$ cat config.mk
export PLATFORM = sky130hd
export DESIGN_NAME = cix_seq
export DESIGN_NICKNAME = d
export VERILOG_FILES = /design/src/rtl/cix_seq.sv
export SDC_FILE = /design/constraint.sdc
export NUM_CORES = 1
export LEC_CHECK = 0
export CORE_MARGIN = 2
export CORE_UTILIZATION = 35
export CTS_BUF_LIST = sky130_fd_sc_hd__clkbuf_4 sky130_fd_sc_hd__clkbuf_8
export DETAILED_ROUTE_END_ITERATION = 8
export HOLD_SLACK_MARGIN = 0.05
export SETUP_SLACK_MARGIN = 0.4
export SLEW_MARGIN = 20
export SYNTH_ARGS = -nofsm -noshare
export SYNTH_HDL_FRONTEND = slang
export SYNTH_SLANG_ARGS = --single-unit
$ cat constraint.sdc
create_clock -name clock -period 9.2 [get_ports clock]
set_input_delay 1.38 -clock clock [delete_from_list [all_inputs] [get_ports clock]]
set_output_delay 1.38 -clock clock [all_outputs]
set_load 0.03 [all_outputs]
$ cat src/rtl/cix_seq.sv
// Multi-cycle bit-count engine: one 2**ORDER-bit slice walks the latched operand
// chunk by chunk, accumulating leading/trailing/zero counts with early termination.
module cix_seq #(
   parameter int ORDER = 3,
   parameter int STEPS = 2
) (
   input  logic                                clock,
   input  logic                                reset,
   input  logic                                in_valid,
   output logic                                in_ready,
   input  logic                                clz,
   input  logic                                ctz,
   input  logic                                inv,
   input  logic [2**(ORDER+STEPS)-1:0]         in,
   output logic                                out_valid,
   input  logic                                out_ready,
   output logic [ORDER+STEPS:0]                out,
   output logic                                zero,
   output logic                                busy
);

   localparam int S   = 2**ORDER;
   localparam int N   = 2**STEPS;
   localparam int W   = 2**(ORDER+STEPS);
   localparam int CW  = ORDER+STEPS+1;
   localparam int CSW = ORDER+1;

   typedef enum logic [1:0] {IDLE, RUN, DONE} state_t;

   state_t            state, state_nxt;
   logic              op_clz, op_ctz;
   logic [W-1:0]      opnd;
   logic [CW-1:0]     acc;
   logic              allz;
   logic [STEPS-1:0]  idx;

   logic [S-1:0]      chunk;
   logic [CSW-1:0]    sc;
   logic              sz;
   logic [CW-1:0]     sum;
   logic              nop, single, lead, last, finish;

   // Slice: counts within the current chunk, tied to the latched op bits
   always_comb begin
      chunk = S'(opnd >> (int'(idx) * S));
      sz    = (chunk == '0);
      sc    = '0;
      if (op_clz && !op_ctz) begin
         sc = CSW'(S);
         for (int i = 0; i < S; i++)
            if (chunk[i]) sc = CSW'(S - 1 - i);
      end else if (op_ctz && !op_clz) begin
         sc = CSW'(S);
         for (int i = S - 1; i >= 0; i--)
            if (chunk[i]) sc = CSW'(i);
      end else if (op_clz && op_ctz) begin
         for (int i = 0; i < S; i++)
            if (!chunk[i]) sc = sc + 1'b1;
      end
   end

   always_comb begin
      nop    = !op_clz && !op_ctz;
      single = op_clz ^ op_ctz;
      lead   = op_clz && !op_ctz;
      last   = lead ? (idx == '0) : (idx == STEPS'(N - 1));
      finish = nop || last || (single && !sz);
      sum    = acc + CW'(sc);
   end

   always_ff @(posedge clock or posedge reset) begin
      if (reset) state <= IDLE;
      else       state <= state_nxt;
   end

   always_comb begin
      state_nxt = state;
      in_ready  = 1'b0;
      out_valid = 1'b0;
      busy      = 1'b1;
      case (state)
         IDLE: begin
            in_ready = 1'b1;
            busy     = 1'b0;
            if (in_valid) state_nxt = RUN;
         end
         RUN: begin
            if (finish) state_nxt = DONE;
         end
         DONE: begin
            out_valid = 1'b1;
            if (out_ready) state_nxt = IDLE;
         end
         default: state_nxt = IDLE;
      endcase
   end

   always_ff @(posedge clock or posedge reset) begin
      if (reset) begin
         op_clz <= 1'b0;
         op_ctz <= 1'b0;
         opnd   <= '0;
         acc    <= '0;
         allz   <= 1'b0;
         idx    <= '0;
         out    <= '0;
         zero   <= 1'b0;
      end else begin
         case (state)
            IDLE: if (in_valid) begin
               op_clz <= clz;
               op_ctz <= ctz;
               opnd   <= inv ? ~in : in;
               acc    <= '0;
               allz   <= 1'b1;
               idx    <= (clz && !ctz) ? STEPS'(N - 1) : '0;
            end
            RUN: begin
               if (finish) begin
                  // NOP reports a plain zero count and never flags all-zero
                  out  <= nop ? '0 : sum;
                  zero <= nop ? 1'b0 : (allz & sz);
               end else begin
                  acc  <= sum;
                  allz <= allz & sz;
                  idx  <= lead ? idx - 1'b1 : idx + 1'b1;
               end
            end
            default: ;
         endcase
      end
   end

endmodule

==> impl_results.rst, run 1 <==
.. list-table::
   :header-rows: 1

   * - Metric
     - Value
   * - HPWL after detailed placement
     - 5710 µm
   * - Setup-violating endpoint count in the final report
     - 0
   * - Synth Cell Area
     - 0.00370 mm²
   * - Slowest cell on the critical path
     - dfrtp_1
   * - Clock Skews
     - 0.00471 ns
   * - Clock tree from TritonCTS
     - done
   * - First-pass DRT Iterations
     - 4
   * - Worst Hold Path Cells
     - 2
   * - TNS Setup
     - 0 ns
   * - Path depth of the worst reg2reg path
     - 26
   * - Floorplan die area
     - 0.0114 mm²
   * - H-tree levels
     - 2
   * - Average wire per standard cell
     - 13.4 µm
   * - EDFF count, synth
     - 0
   * - Vias per std cell
     - 4.92
   * - Die width
     - 107 µm
   * - Number of global-route vias before repair
     - 2,705
   * - Hold path startpoint
     - zero
   * - CP top delay family
     - multiplexers
   * - Max Buffers Root-to-Sink
     - 2
   * - Post-synth top cells
     - 53 x nor2_1, 52 x dfrtp_1, 40 x a21oi_1
   * - Syn Area/Cell
     - 9.63 µm²
   * - Register clock-pin slew on the reported worst setup and hold paths
     - 0.09 ns
   * - Post-synthesis cell type count
     - 65
   * - Post-synthesis sequential element count
     - 52
   * - Number of nets with antenna violations after routing
     - 0
   * - Starting DRT DRC Count
     - 126
   * - Port bufs
     - 48
   * - Number of pins with negative max-slew slack in the final report
     - 0
   * - Type of element capturing the critical path
     - register
   * - Final GP Congestion
     - 0.802
   * - Nets in the synthesized netlist
     - 442
   * - Die Y
     - 107 µm
   * - Aggregate routed wire length
     - 7450 µm
   * - Number of top-level pins
     - 49
   * - Category of the worst setup path launch point
     - register
   * - Critical path's most frequent cell
     - ha_1
   * - Hold-critical path endpoint
     - zero
   * - Quantity of hold-fixing buffers added after cts
     - 0
   * - Effective utilization at floorplan
     - 0.360
   * - Final cell utilization of the core
     - 0.423
   * - Final Hold Violating Endpoints
     - 0
   * - Detailed-route via count
     - 2,740
   * - Post-layout minimum cycle time
     - 6.46 ns
   * - Post-layout net count
     - 478
   * - Portion of synthesized cell area occupied by the leading cell type
     - 0.352
   * - Status
     - finished clean
   * - Worst path bufs/invs
     - 3
   * - Largest net degree at the start of global routing
     - 72
   * - Transition time of the tightest slew-check pin
     - 0.832 ns
   * - Wire length of the first global-routing pass
     - 13,100 µm
   * - Largest fanout of any net on the critical path
     - 13
   * - Total global routing overflow
     - 0
   * - Largest stage delay, worst path
     - 0.74 ns
   * - Proportion of register bits with asynchronous set or reset after synthesis
     - 1.00
   * - Total global routing track utilization
     - 0.139
   * - Clock latency on the worst-skew pair
     - 0.30 ns
   * - Antenna violations before repair
     - 0
   * - Number of antenna repair diodes
     - 0
   * - Sequential cell area in the final layout
     - 0.00130 mm²
   * - Class of the most critical hold timing path
     - reg -> reg
   * - Number of sinks on the clock net
     - 52
   * - Fraction of final layout cells sized beyond drive strength 1
     - 0.112
   * - Relative max-transition margin
     - 0.445
   * - Data arrival time of the worst path
     - 6.66 ns
   * - Setup Buffers After CTS
     - 0
   * - Synth-to-Final Area Change
     - 17.5%
   * - Sequential share of the synthesized area
     - 0.352
   * - Cells resized by post-CTS repair
     - 0
   * - Highest attainable clock frequency
     - 155 MHz
   * - Combined area of the multi-input logic cells
     - 0.00219 mm²
   * - Core footprint
     - 0.0103 mm²
   * - Destination of the worst register-to-register timing path
     - acc[5]
   * - Crit share post-route
     - 0.703
   * - Number of buffers created by CTS
     - 5
   * - Clk root buf
     - clkbuf_8
   * - Number of design rule violations left after detail routing
     - 0
   * - Unrepaired setup endpoints after global routing
     - false
   * - Critical register-to-register path startpoint
     - idx[0]
   * - Cells after synthesis
     - 384
   * - Synth area leaders
     - dfrtp_1 35%, xnor2_1 8.3%, ha_1 6.1%, a21oi_1 5.4%, nor2_1 5.4%
   * - Most area-hungry cell type in the Yosys netlist
     - dfrtp_1
   * - Main flop type after synthesis
     - dfrtp_1
   * - Count of yosys warnings during synthesis
     - 0
   * - Required arrival time at the worst endpoint
     - 9.39 ns
   * - Number of rows in the core area
     - 37
   * - Critical path start-end classification
     - reg -> reg
   * - Cell with the most instances after synthesis
     - nor2_1
   * - Max-cap viol count
     - 0
   * - FILL cells
     - 1,052
   * - Flop-to-flop setup slack
     - 2.74 ns
sequential cells by signal (all words and copies together) (netlist names):
name / count
state: 2
op_clz: 1
out: 6
idx: 2
allz: 1
acc: 6
zero: 1
op_ctz: 1
opnd: 32
tightest hold or removal path, stage by stage, from the launching register on:
cell	delay (ns)
dfrtp_1	0.35
nand2_1	0.05
o41ai_1	0.05
cell usage in the layout, fill, tap and decap left out, types with 3 or more instances in the layout:
master,instances
clkdlybuf4s50_1,47
o31ai_1,4
mux2i_1,5
mux2_4,3
inv_1,22
xor2_1,4
nand2_1,27
nand2b_1,6
clkbuf_8,6
o21ai_0,15
nor2_1,53
xnor2_1,35
a21oi_1,40
nor2b_1,4
and2_1,3
a21o_1,3
dfrtp_1,52
mux4_2,7
a31oi_1,3
o31a_1,3
a211oi_1,3
xnor2_4,3
ha_1,18
final cells by class:
cell class / instances / share of cell area
timing repair buffer: 50 / 0.113
tap: 136 / 0.0392
clock buffer: 6 / 0.0190
clock inverter: 2 / 0.00230
inverter: 25 / 0.0228
sequential: 52 / 0.300
multi-input combinational: 286 / 0.504
worst max-delay path by stage:
stage / from / slack [ns] / cells past startpoint / endpoint
global placement: idx[0] / 2.85 / 26 / acc[5]
finish: idx[0] / 2.74 / 26 / acc[5]
global route: idx[0] / 2.35 / 26 / acc[5]
floorplan: idx[0] / 3.28 / 27 / acc[5]
CTS: idx[0] / 2.69 / 26 / acc[5]
detailed placement: idx[0] / 2.72 / 26 / acc[5]
routing by layer:
| metal | share of wire | vias to the layer above | global-route usage | wire length (µm) |
|---|---|---|---|---|
| li1 | - | 1383 | - | - |
| met1 | 0.48 | 1290 | 0.195 | 3590 |
| met2 | 0.48 | 53 | 0.222 | 3550 |
| met3 | 0.022 | 14 | 0.0164 | 162 |
| met4 | 0.020 | 0 | 0.0519 | 149 |
| met5 | 0 | - | 0 | 0 |
metrics by stage:
step / setup WS (ns) / instances / hold WS, ns / cell area, µm²
after detailed placement: 2.72 / 549 / 0.477 / 4250
after global routing: 2.35 / 557 / 0.529 / 4340
after global placement: 2.85 / 549 / 0.465 / 4250
after CTS: 2.69 / 557 / 0.500 / 4340
after floorplan: 3.28 / 384 / 0.454 / 3700
final: 2.74 / 557 / 0.489 / 4340
logic make-up after synthesis:
group / after synthesis / synth area share
fa+ha+maj: 19 / 0.0664
buf+inv: 46 / 0.0559
compound gates: 92 / 0.164
mux: 17 / 0.0785
flops: 52 / 0.352
xor+xnor: 46 / 0.136
simple gates: 112 / 0.148
Power of run 1 is not shown: default switching activity piles up to over one toggle a cycle in this logic, so the estimate is an artifact.
==> run 2: changes to the inputs <==
==> constraint.sdc (replaced) <==
create_clock -name clock -period 6.4 [get_ports clock]
set_input_delay 0.96 -clock clock [delete_from_list [all_inputs] [get_ports clock]]
set_output_delay 0.96 -clock clock [all_outputs]
set_load 0.03 [all_outputs]
==> run 2 against run 1 <==
  * Sequential share of layout area down 1.1 points
  * Flip-flop and latch count unchanged
  * Die area unchanged
  * Global-route usage up 0.26 points
  * Fmax up 15%
  * Clock-buffer cell count down 1
  * Core utilization up 1.7 points
  * Critical path depth down 2
  * Critical endpoint unchanged
  * Largest cell class unchanged
  * Highest routed layer unchanged
==> impl_results.rst, run 2 (same netlist as run 1, synthesis figures left out) <==
.. list-table::
   :header-rows: 1

   * - Metric
     - Value
   * - Class of the most critical hold timing path
     - reg -> reg
   * - Data arrival time of the worst path
     - 5.84 ns (-0.82 ns)
   * - Die width
     - 107 µm (unchanged)
   * - Number of design rule violations left after detail routing
     - 0 (unchanged)
   * - Biggest register
     - opnd
   * - Category of the worst setup path launch point
     - register
   * - Unrepaired setup endpoints after global routing
     - false
   * - Type of element capturing the critical path
     - register
   * - Status
     - finished clean
   * - Post-route worst setup slack
     - 0.763 ns (-1.97 ns)
   * - Wire length of the first global-routing pass
     - 13,200 µm (+1.1%)
   * - Starting DRT DRC Count
     - 110 (-13%)
   * - Post-layout net count
     - 491 (+2.7%)
   * - CP startpoint
     - idx[0]
   * - Max reg flops
     - 32 (unchanged)
   * - First-pass DRT Iterations
     - 4 (unchanged)
   * - Largest fanout of any net on the critical path
     - 5 (-8)
   * - Number of antenna repair diodes
     - 0 (unchanged)
   * - Max Buffers Root-to-Sink
     - 2 (unchanged)
   * - Aggregate routed wire length
     - 7740 µm (+3.9%)
   * - Critical register-to-register path startpoint
     - idx[0]
   * - Floorplan die area
     - 0.0114 mm² (unchanged)
   * - Number of nets with antenna violations after routing
     - 0 (unchanged)
   * - Core footprint
     - 0.0103 mm² (unchanged)
   * - Clock Skews
     - 0.00692 ns (+0.00221 ns)
   * - Registers with the most flip-flops
     - opnd: 32 flops, acc: 6 flops, out: 6 flops
   * - Post-layout minimum cycle time
     - 5.64 ns (-0.827 ns)
   * - Register clock-pin slew on the reported worst setup and hold paths
     - 0.10 ns (about the same)
   * - Number of pins with negative max-slew slack in the final report
     - 0 (unchanged)
   * - Synth-to-Final Area Change
     - 22.2%
   * - Slowest cell on the critical path
     - mux4_2
   * - Quantity of hold-fixing buffers added after cts
     - 0 (unchanged)
   * - Transition time of the tightest slew-check pin
     - 0.891 ns (+0.0583 ns)
   * - Number of buffers created by CTS
     - 5 (unchanged)
   * - CP top delay family
     - multiplexers
   * - Cells traversed along the worst timing path
     - mux4_2 > ha_2 > mux2i_2 > mux2_4 > or2_4 > inv_1 > ha_1 > or3_1 > mux2_4 > o221ai_4 > ha_4 > mux2_4 > ha_1 > nand2_1 > xnor3_1 > a211oi_2 > a21oi_1 > ha_1 > a21oi_2 > nor2b_1 > o21ai_1 > xor2_1 > nor2_1 > mux2_2
   * - H-tree levels
     - 2 (unchanged)
   * - Required arrival time at the worst endpoint
     - 6.60 ns (-2.79 ns)
   * - Highest attainable clock frequency
     - 177 MHz (+15%)
   * - Clock tree from TritonCTS
     - done
   * - Flop-to-flop setup slack
     - 0.76 ns (-1.97 ns)
   * - Path depth of the worst reg2reg path
     - 24 (-7.7%)
   * - Max-cap viol count
     - 0 (unchanged)
   * - Destination of the worst register-to-register timing path
     - acc[5]
   * - Setup-violating endpoint count in the final report
     - 0 (unchanged)
   * - Hold-critical path endpoint
     - out[3]
   * - Number of rows in the core area
     - 37 (unchanged)
   * - Antenna violations before repair
     - 0 (unchanged)
   * - Worst slack after detailed placement
     - 0.309 ns (-2.41 ns)
   * - Final Hold Violating Endpoints
     - 0 (unchanged)
   * - Clk root buf
     - clkbuf_8
   * - Worst path bufs/invs
     - 1 (-2)
   * - Crit share post-route
     - 0.881 (+0.178)
   * - Worst Hold Path Cells
     - 2 (unchanged)
   * - Total global routing track utilization
     - 0.142 (+0.00261)
   * - Total global routing overflow
     - 0 (unchanged)
   * - Detailed-route via count
     - 2,765 (+0.91%)
   * - Final GP Congestion
     - 0.806 (+0.45%)
   * - Port bufs
     - 48 (unchanged)
   * - Clock latency on the worst-skew pair
     - 0.31 ns (about the same)
   * - Average wire per standard cell
     - 13.6 µm (+1.5%)
   * - Largest net degree at the start of global routing
     - 72 (unchanged)
   * - Largest stage delay, worst path
     - 0.58 ns (-0.16 ns)
   * - Die Y
     - 107 µm (unchanged)
   * - Critical path start-end classification
     - reg -> reg
   * - Number of top-level pins
     - 49 (unchanged)
   * - Effective utilization at floorplan
     - 0.360 (unchanged)
   * - Relative max-transition margin
     - 0.406 (-0.0396)
   * - Number of global-route vias before repair
     - 2,769 (+2.4%)
   * - Most common cell after layout, fill and taps aside
     - nor2_1
   * - Fraction of final layout cells sized beyond drive strength 1
     - 0.166 (+0.0543)
   * - Commonest non-fill, non-tap cells in the layout
     - 53 x nor2_1, 51 x dfrtp_1, 47 x clkdlybuf4s50_1, 39 x a21oi_1, 35 x xnor2_1
   * - Vias per std cell
     - 4.85 (-1.4%)
   * - Hold path startpoint
     - out[3]
   * - HPWL after detailed placement
     - 5850 µm (+2.5%)
   * - TNS Setup
     - 0 ns (unchanged)
   * - Number of sinks on the clock net
     - 52 (unchanged)
==> run 2: changes by cell type in the layout (fill, tap and decap cells not counted), moves of 2 or more <==
cell        delta
buf_4         +12
inv_1          -4
ha_1           -3
clkinvlp_4     +2
ha_4           +2
inv_2          +2
mux2i_1        -2
mux2i_2        +2
==> run 2: layer usage <==
layer,vias up,global-route usage,wire length [µm]
li1,1413,-,-
met1,1307,0.197,3620
met2,37,0.237,3880
met3,8,0.0134,132
met4,0,0.0380,110
met5,-,0,0
==> run 2: worst reg2reg max path: cells and delay by family (launching register included) <==
kind                       cells  cell delay, ns
and+or+nand+nor                5            0.81
xor gates and xnor gates       2            0.38
muxes                          6            1.91
buffers and inverters          1            0.06
AOI/OAI and AO/OA              5            0.68
adders and majority gates      5            1.26
DFF                            1            0.45
==> run 2: area by class of cell <==
type | count | area [µm²]
clock inverters | 3 | 46.3
clock buffers | 5 | 68.8
multi-input cells | 286 | 2230
flip-flops and latches | 52 | 1300
inverters | 25 | 104
well taps | 136 | 170
fillers | 1015 | 5760
repair buffers | 63 | 592
==> run 2: worst max-delay path by stage <==
stage	slack [ns]	endpoint	cells after the start
after floorplan	0.48	acc[5]	27
after global placement	0.43	acc[5]	26
after detailed placement	0.31	acc[5]	26
after CTS	0.44	acc[5]	26
after global routing	0.41	acc[5]	24
final	0.76	acc[5]	24
==> run 2: through the flow <==
| step | utilization | cell area, µm² | cells | hold slack [ns] |
|---|---|---|---|---|
| 6_report | 0.439 | 4520 | 570 | 0.487 |
| 5_1_grt | 0.439 | 4520 | 570 | 0.529 |
| 4_1_cts | 0.427 | 4390 | 560 | 0.494 |
| 3_5_place_dp | 0.415 | 4270 | 551 | 0.471 |
| 3_3_place_gp | 0.415 | 4270 | 551 | 0.466 |
| 2_1_floorplan | - | 3700 | 384 | 0.454 |
==> run 2: timing repair <==
action                     4_1_cts  5_1_grt
setup endpoints to repair        2        4
buffers inserted                 1       10
pin swaps                        0       10
gates resized for setup          2       13
Power of run 2 is left out for the same reason.
